$ cat src/rtl/layer_scan_engine.sv
// layer_scan_engine: time-multiplexed layer scan for an N-layer LED cube.
// Blank, stream one layer to the TLC engine, await its latch, then light it.
module layer_scan_engine #(
    parameter int LAYERS         = 8,
    parameter int LEDS_PER_LAYER = 64,
    parameter int DATA_W         = 8,
    parameter int ADDR_W         = 9,
    parameter int BLANK_CYCLES   = 100,
    parameter int DWELL_CYCLES   = 50000
) (
    input  logic                       io_clock,
    input  logic                       io_reset,
    input  logic                       io_enable,
    input  logic [ADDR_W-1:0]          io_frame_base,
    output logic [ADDR_W-1:0]          io_ram_read_address,
    input  logic [DATA_W-1:0]          io_ram_read_data,
    output logic                       io_pix_valid,
    input  logic                       io_pix_ready,
    output logic [DATA_W-1:0]          io_pix_data,
    output logic                       io_pix_last,
    output logic [$clog2(LAYERS)-1:0]  io_pix_layer,
    input  logic                       io_latch_done,
    output logic [LAYERS-1:0]          io_layer_mask,
    output logic                       io_frame_sync,
    output logic                       io_busy
);

    localparam int LW  = $clog2(LAYERS);
    localparam int IW  = $clog2(LEDS_PER_LAYER + 1);
    localparam int BW  = $clog2(BLANK_CYCLES + 1);
    localparam int DWW = $clog2(DWELL_CYCLES + 1);

    typedef enum logic [2:0] {
        S_IDLE,
        S_BLANK,
        S_FETCH,
        S_WAIT_LATCH,
        S_SHOW
    } state_t;

    state_t state, state_next;

    logic [ADDR_W-1:0] base_q;
    logic [LW-1:0]     layer;
    logic [IW-1:0]     idx;
    logic [BW-1:0]     blank_cnt;
    logic [DWW-1:0]    dwell_cnt;
    logic              pix_valid;
    logic              pix_last;
    logic [LW-1:0]     pix_layer;
    logic              fresh;
    logic [DATA_W-1:0] data_q;
    logic              frame_sync;

    logic blank_done;
    logic dwell_done;
    logic accept;
    logic issue;
    logic last_layer;
    logic frame_start;

    assign blank_done  = (blank_cnt == '0);
    assign dwell_done  = (dwell_cnt == '0);
    assign accept      = pix_valid && io_pix_ready;
    assign last_layer  = (layer == LW'(LAYERS - 1));
    assign issue       = (state == S_FETCH)
                      && (idx < IW'(LEDS_PER_LAYER))
                      && (!pix_valid || io_pix_ready);
    assign frame_start = io_enable
                      && ((state == S_IDLE)
                      || (state == S_SHOW && dwell_done && last_layer));

    always_ff @(posedge io_clock) begin
        if (io_reset) begin
            state <= S_IDLE;
        end else begin
            state <= state_next;
        end
    end

    always_comb begin
        state_next = state;
        unique case (state)
            S_IDLE:       if (io_enable) state_next = S_BLANK;
            S_BLANK:      if (blank_done) state_next = S_FETCH;
            S_FETCH:      if (accept && pix_last) state_next = S_WAIT_LATCH;
            S_WAIT_LATCH: if (io_latch_done) state_next = S_SHOW;
            S_SHOW:       if (dwell_done) state_next = io_enable ? S_BLANK : S_IDLE;
            default:      state_next = S_IDLE;
        endcase
    end

    always_ff @(posedge io_clock) begin
        if (io_reset) begin
            base_q     <= '0;
            layer      <= '0;
            idx        <= '0;
            blank_cnt  <= BW'(BLANK_CYCLES - 1);
            dwell_cnt  <= DWW'(DWELL_CYCLES - 1);
            pix_valid  <= 1'b0;
            pix_last   <= 1'b0;
            pix_layer  <= '0;
            fresh      <= 1'b0;
            data_q     <= '0;
            frame_sync <= 1'b0;
        end else begin
            frame_sync <= frame_start;
            if (frame_start) begin
                base_q <= io_frame_base;
                layer  <= '0;
            end else if (state == S_SHOW && dwell_done && !last_layer) begin
                layer <= layer + 1'b1;
            end
            // Counters reload whenever their state is not active.
            if (state != S_BLANK) begin
                blank_cnt <= BW'(BLANK_CYCLES - 1);
            end else if (!blank_done) begin
                blank_cnt <= blank_cnt - 1'b1;
            end
            if (state != S_SHOW) begin
                dwell_cnt <= DWW'(DWELL_CYCLES - 1);
            end else if (!dwell_done) begin
                dwell_cnt <= dwell_cnt - 1'b1;
            end
            if (state != S_FETCH) begin
                idx <= '0;
            end else if (issue) begin
                idx <= idx + 1'b1;
            end
            // BRAM output is used directly the cycle it arrives, then held.
            fresh <= issue;
            if (fresh) begin
                data_q <= io_ram_read_data;
            end
            if (issue) begin
                pix_valid <= 1'b1;
                pix_last  <= (idx == IW'(LEDS_PER_LAYER - 1));
                pix_layer <= layer;
            end else if (accept) begin
                pix_valid <= 1'b0;
                pix_last  <= 1'b0;
            end
        end
    end

    always_comb begin
        io_layer_mask       = '0;
        io_busy             = (state != S_IDLE);
        io_pix_valid        = pix_valid;
        io_pix_last         = pix_last;
        io_pix_layer        = pix_layer;
        io_pix_data         = fresh ? io_ram_read_data : data_q;
        io_frame_sync       = frame_sync;
        io_ram_read_address = base_q
                            + ADDR_W'(layer) * ADDR_W'(LEDS_PER_LAYER)
                            + ADDR_W'(idx);
        if (state == S_SHOW) begin
            io_layer_mask = LAYERS'(1) << layer;
        end
    end

endmodule

$ cat config.mk
export PLATFORM = sky130hd
export DESIGN_NAME = layer_scan_engine
export DESIGN_NICKNAME = d
export VERILOG_FILES = /design/src/rtl/layer_scan_engine.sv
export SDC_FILE = /design/constraint.sdc
export NUM_CORES = 1
export LEC_CHECK = 0
export BUFFER_PORTS_ARGS = -buffer_cell sky130_fd_sc_hd__buf_2
export CAP_MARGIN = 20
export CORE_MARGIN = 3
export CORE_UTILIZATION = 55
export CTS_CLUSTER_SIZE = 12
export DETAILED_ROUTE_END_ITERATION = 12
export PLACE_DENSITY = 0.79
export SYNTH_ARGS = -nofsm -noshare
export SYNTH_HDL_FRONTEND = slang
export SYNTH_SLANG_ARGS = --single-unit
$ cat constraint.sdc
create_clock -name io_clock -period 2.21 [get_ports io_clock]
set_input_delay 0.1105 -clock io_clock [delete_from_list [all_inputs] [get_ports io_clock]]
set_output_delay 0.1105 -clock io_clock [all_outputs]
set_load 0.1 [all_outputs]
==> Word-level counts from Yosys, hierarchy flattened <==
Cells that the tools add are included.
Widths: inputs -> output; s select.
{ "totals": {"reg_bits": 60, "input_bits": 22, "out_inout_bits": 32, "word_cells": 68} }
{ "op_classes": {"n_addsub": 6, "magnitude_cmp": 1, "eq_ne": 14, "n_shift": 1, "mux": 12, "reduce_logical": 22} }
{ "op_table": {"columns": ["cell", "count"], "rows": [
  ["$logic_not 16->1", 1],
  ["$mux 8", 2],
  ["$sub 16x1->16 const B", 1],
  ["$mux 3", 5],
  ["$pmux 3 s5", 1],
  ["$add 9x7->9", 1],
  ["$add 9x9->9", 1],
  ["$logic_and 1x1->1", 8],
  ["$ne 2x2->1 const B", 4],
  ["$reduce_or 2->1", 4],
  ["$shl 1x3->8 const A", 1],
  ["$add 7x1->7 const B", 1],
  ["$eq 7x6->1 const B", 1],
  ["$logic_not 7->1", 1],
  ["$lt 7x7->1 const B", 1],
  ["$sub 7x1->7 const B", 1],
  ["$eq 3x2->1 const B", 2],
  ["$eq 3x3->1 const B", 2],
  ["$reduce_and 5->1", 1],
  ["$mux 1", 4],
  ["$add 3x1->3 const B", 1],
  ["$eq 3x1->1 const B", 1],
  ["$logic_not 3->1", 1],
  ["$ne 3x1->1 const B", 1],
  ["other kinds (7)", 9]
]} }

==> Logic depth before layout (Yosys ltp) <==
{ "logic_depth": {"ltp_word": 6, "depth_mapped": 8, "ltp_nobuf": 8} }

==> Worst setup path before layout <==
Ideal clock, no wire load.
{ "synth_path": {"kind": "reg2out", "startpoint": "reg layer[0]", "endpoint": "out io_ram_read_address[8]", "t_arrival_ns": 2.957, "t_required_ns": 2.099, "slack_ns": -0.857, "path_stages_with_launch": 7, "path_buffers": 0, "path_cell_list": "dfxtp_1 -> fa_1 -> ha_1 -> o21ai_0 -> nand2b_1 -> o31ai_1 -> xnor2_1"} }
{ "synth_via": {"elab_chain_len": 2} }
{ "synth_rtl": {"columns": ["item", "line", "text"], "rows": [
  ["from (decl)", "44", "logic [LW-1:0] layer;"],
  ["from (signal assigned)", "112", "layer <= layer + 1'b1;"],
  ["$add 9x9->9", "155", "+ ADDR_W'(layer) * ADDR_W'(LEDS_PER_LAYER)"],
  ["$add 9x7->9", "156", "+ ADDR_W'(idx);"],
  ["to (decl)", "15", "output logic [ADDR_W-1:0] io_ram_read_address,"]
]} }
Every way passes these cells.

==> Final worst setup path <==
{ "layout_path": {"startpoint": "reg base_q[1]", "endpoint": "out io_ram_read_address[7]"} }
{ "layout_via": {"elab_chain_len": 2} }
{ "layout_rtl": {"columns": ["item", "line", "text"], "rows": [
  ["from (decl)", "43", "logic [ADDR_W-1:0] base_q;"],
  ["from (signal assigned)", "109", "base_q <= io_frame_base;"],
  ["$add 9x9->9", "155", null],
  ["$add 9x7->9", "156", null]
]} }
Every way passes these cells.

==> results.json <==
{
  "outcome": "complete, but fails checks",
  "violations": "setup timing",
  "maxCapViolCount": 0,
  "vias": 2696,
  "cts-htree-levels": 3,
  "synth.net_count": 388,
  "grt_pass1_vias": 2511,
  "cp_top_family": "adder cells",
  "cts_tree": "built",
  "routed_wl_um": 7325,
  "die_area_um2": 6596,
  "yosys.area.top_type_share_pct": 38.60,
  "route.detailed.drc": 0,
  "synth_cell_type_count": 46,
  "dp_hpwl_um": 4759,
  "port_buffers": 53,
  "avgSynthCellArea_um2": 9.179,
  "setup_violations": 4,
  "rows": 26,
  "design_area_um2": 4116,
  "cts_buffer_depth": 2,
  "synthSimpleGateAreaFrac_pct": 26.14,
  "die_y_um": 81.22,
  "min_from": "io_frame_base[5]",
  "firstDrtPassIters": 5,
  "synth-compound-area-share_pct": 6.634,
  "synthCells": 339,
  "fmax_mhz": 380.6,
  "required_ns": 2.10,
  "ys.flop_type": "dfxtp_1",
  "grt_antenna_before_repair": 0,
  "worst-r2r-cell-count": 7,
  "yosys_warnings": 0,
  "fp.dieW_um": 81.22,
  "core_area_um2": 5303,
  "synth_xor_area_share_pct": 7.881,
  "vias_per_cell": 5.513,
  "synth_top_cell_by_area": "dfxtp_1",
  "routabilityCongestion": 0.8582,
  "ys_ff_latch": 60,
  "worstPathCellList": "ha_4, ha_4, fa_2, a21o_1, a21oi_2, o21bai_1, a21oi_2, xnor2_4, buf_12",
  "pre_cts_slack_ns": -0.1803,
  "cts_root_buffer": "clkbuf_8",
  "synth_fa_ha_area_share_pct": 11.34,
  "diodes": 0,
  "hp-class": "input port to flip-flop",
  "fin_util_pct": 77.63,
  "hold_viol_final": 0,
  "whs_endpoint": "base_q[5]",
  "end_kind": "primary output",
  "grt_usage_pct": 22.61,
  "ir_worst_vdd_uv": 509.2,
  "placed_cell_area_um2": 3746,
  "critPathLaunchType": "flip-flop",
  "relSlewSlack_pct": 57.46,
  "worst_hold_path.num_cells": 3,
  "seq_area_frac_synth_pct": 38.60,
  "worstMarginPinSlew_ns": 0.6381,
  "drt_iter0_markers": 151,
  "areaGrowthSynthToFinish_pct": 32.29,
  "max_stage_delay_ns": 0.36,
  "drive_gt1_share_pct": 30.79,
  "final-max-slew-violation-count": 0,
  "initial_utilization_pct": 58.68,
  "clock_sinks": 60,
  "pin_count": 54,
  "antenna_left": 0,
  "insertion_delay_ns": 0.34,
  "routedWlPerCell_um": 14.98,
  "grt_overflow": 0,
  "worst-r2r-setup-slack_ns": 0.15,
  "synthesis.area_um2": 3112,
  "synth_top_family_by_area": "simple AND/OR/NAND/NOR gates",
  "fin_crit_ns": 2.627,
  "path_max_fanout": 2,
  "cp.arrival_ns": 2.52,
  "synthMuxAreaShare_pct": 6.433,
  "rsz0062_at_grt": "true",
  "synthArstFlopShare_pct": 0,
  "r2r-end": "state[0]",
  "nets": 463,
  "synth_area_leaders": "dfxtp_1 (39%), ha_1 (10%), nor2_1 (5.3%), xnor2_1 (4.2%), xor2_1 (3.7%)",
  "crit_buf_inv": 1,
  "pwr_density_cell_nw_per_um2": 629.8,
  "fin_skew_ns": 0.007091,
  "n_fill_cell": 363,
  "cts.reportedPaths.clkPinSlew_ns": 0.07,
  "post-route-period-util_pct": 118.9,
  "setup_slack_ns": -0.4171,
  "cts_buffers": 9,
  "reg2reg_from": "dwell_cnt[0]",
  "power_leakage_nw": 1.821,
  "synth_edf_count": 0,
  "critical_path_class": "flip-flop to primary output",
  "grt_max_degree": 35,
  "grt_pass1_wl_um": 11490,
  "slowest_stage": "fa_2"
}
[logic make-up (layout without fill, tap and decap cells)]
logic type,after synthesis,in the layout
xor gates and xnor gates,28,28
muxes,19,19
AOI/OAI and AO/OA,35,35
buffers and inverters,24,104
adders and majority gates,27,27
DFF,60,60
and+or+nand+nor,146,146
[power by group]
group / total (mW) / internal [mW] / switching, mW / leakage (nW)
clock: 1.11 / 0.663 / 0.444 / 0.105
combinational: 0.363 / 0.135 / 0.228 / 1.23
sequential: 1.12 / 1.10 / 0.0214 / 0.489
total: 2.59 / 1.90 / 0.693 / 1.82
[metrics by stage]
step	setup TNS, ns	total power, mW	hold slack [ns]	cells
2_1_floorplan	-0.6247	1.389	0.1862	339
3_3_place_gp	-0.1011	1.482	0.3440	469
3_5_place_dp	-0.1803	1.488	0.3501	469
4_1_cts	-0.9675	2.602	0.001701	489
5_1_grt	-1.293	2.664	0.03526	489
6_report	-0.9161	2.592	0.01261	489
[Yosys cell counts, types with 2 or more instances]
library cell and n:
nand2_1 21, nand3_1 11, nor4b_2 2, clkbuf_1 9
or3_1 5, nor3b_1 4, nand4b_1 2, and3_1 8
nand2b_1 3, a21oi_1 15, mux2_2 8, a31oi_1 2
nor2b_1 8, nor3_2 2, dfxtp_1 60, xor2_1 13
fa_1 2, or4_1 2, and2_1 3, a21o_1 2
xnor2_1 15, inv_1 12, o21ai_0 8, mux2i_1 11
ha_1 25, o31ai_1 4, nor3_1 8, buf_2 2
nand3b_1 3, nand4_1 6, nor4_1 5, nor2_1 44
[worst reg2reg max path, delay by kind of cell (launching register included)]
family / cells / cell delay, ns
AOI/OAI and AO/OA: 1 / 0.12
and+or+nand+nor: 4 / 1.20
buffers and inverters: 1 / 0.15
DFF: 1 / 0.34
adders and majority gates: 1 / 0.18
[registers in the layout (all words and copies together) (netlist names)]
register / flops
base_q: 9
fresh: 1
io_pix_valid: 1
data_q: 8
state: 3
idx: 7
io_frame_sync: 1
dwell_cnt: 16
io_pix_last: 1
blank_cnt: 7
io_pix_layer: 3
layer: 3
[repair_timing]
item	4_1_cts	5_1_grt
resized for setup	16	5
pin swaps	12	8
hold buffers	3	0
endpoints found under the hold margin	3	0
setup endpoints to repair	7	7
buffers inserted	1	1
[area by class of cell]
type / instances / area [um2] / share of cell area, %
Multi-Input combinational cell: 255 / 2002 / 48.63
Sequential cell: 60 / 1212 / 29.45
Timing Repair Buffer: 75 / 540.5 / 13.13
Clock buffer: 10 / 137.6 / 3.343
Clock inverter: 6 / 87.58 / 2.128
Tap cell: 70 / 87.58 / 2.128
Inverter: 13 / 48.80 / 1.185
[metal layers]
metal	part of all wire (%)	wire length (um)	global-route usage [%]
met5	0	0	0
met4	2.8	204	10.30
met3	6.4	467	4.324
met2	50	3638	38.83
met1	41	3015	27.24
[worst max-delay path by stage]
| stage | from | end | slack, ns | cells past startpoint |
|---|---|---|---|---|
| floorplan | layer[0] | io_ram_read_address[8] | -0.38 | 6 |
| global placement | base_q[1] | io_ram_read_address[7] | -0.10 | 9 |
| detailed placement | base_q[1] | io_ram_read_address[7] | -0.18 | 9 |
| CTS | idx[1] | io_ram_read_address[7] | -0.43 | 9 |
| global route | base_q[1] | io_ram_read_address[7] | -0.51 | 9 |
| finish | base_q[1] | io_ram_read_address[7] | -0.42 | 9 |
[cell usage in the layout (no fill, tap or decap), types with 10 or more instances in the layout]
master / n
ha_1: 18
dfxtp_1: 53
nand3_1: 11
a21oi_1: 13
buf_2: 47
xnor2_1: 11
xor2_1: 11
nor2_1: 44
buf_4: 18
clkbuf_8: 10
mux2i_1: 11
inv_1: 12
nand2_1: 21
(Power assumes the default switching activity.)
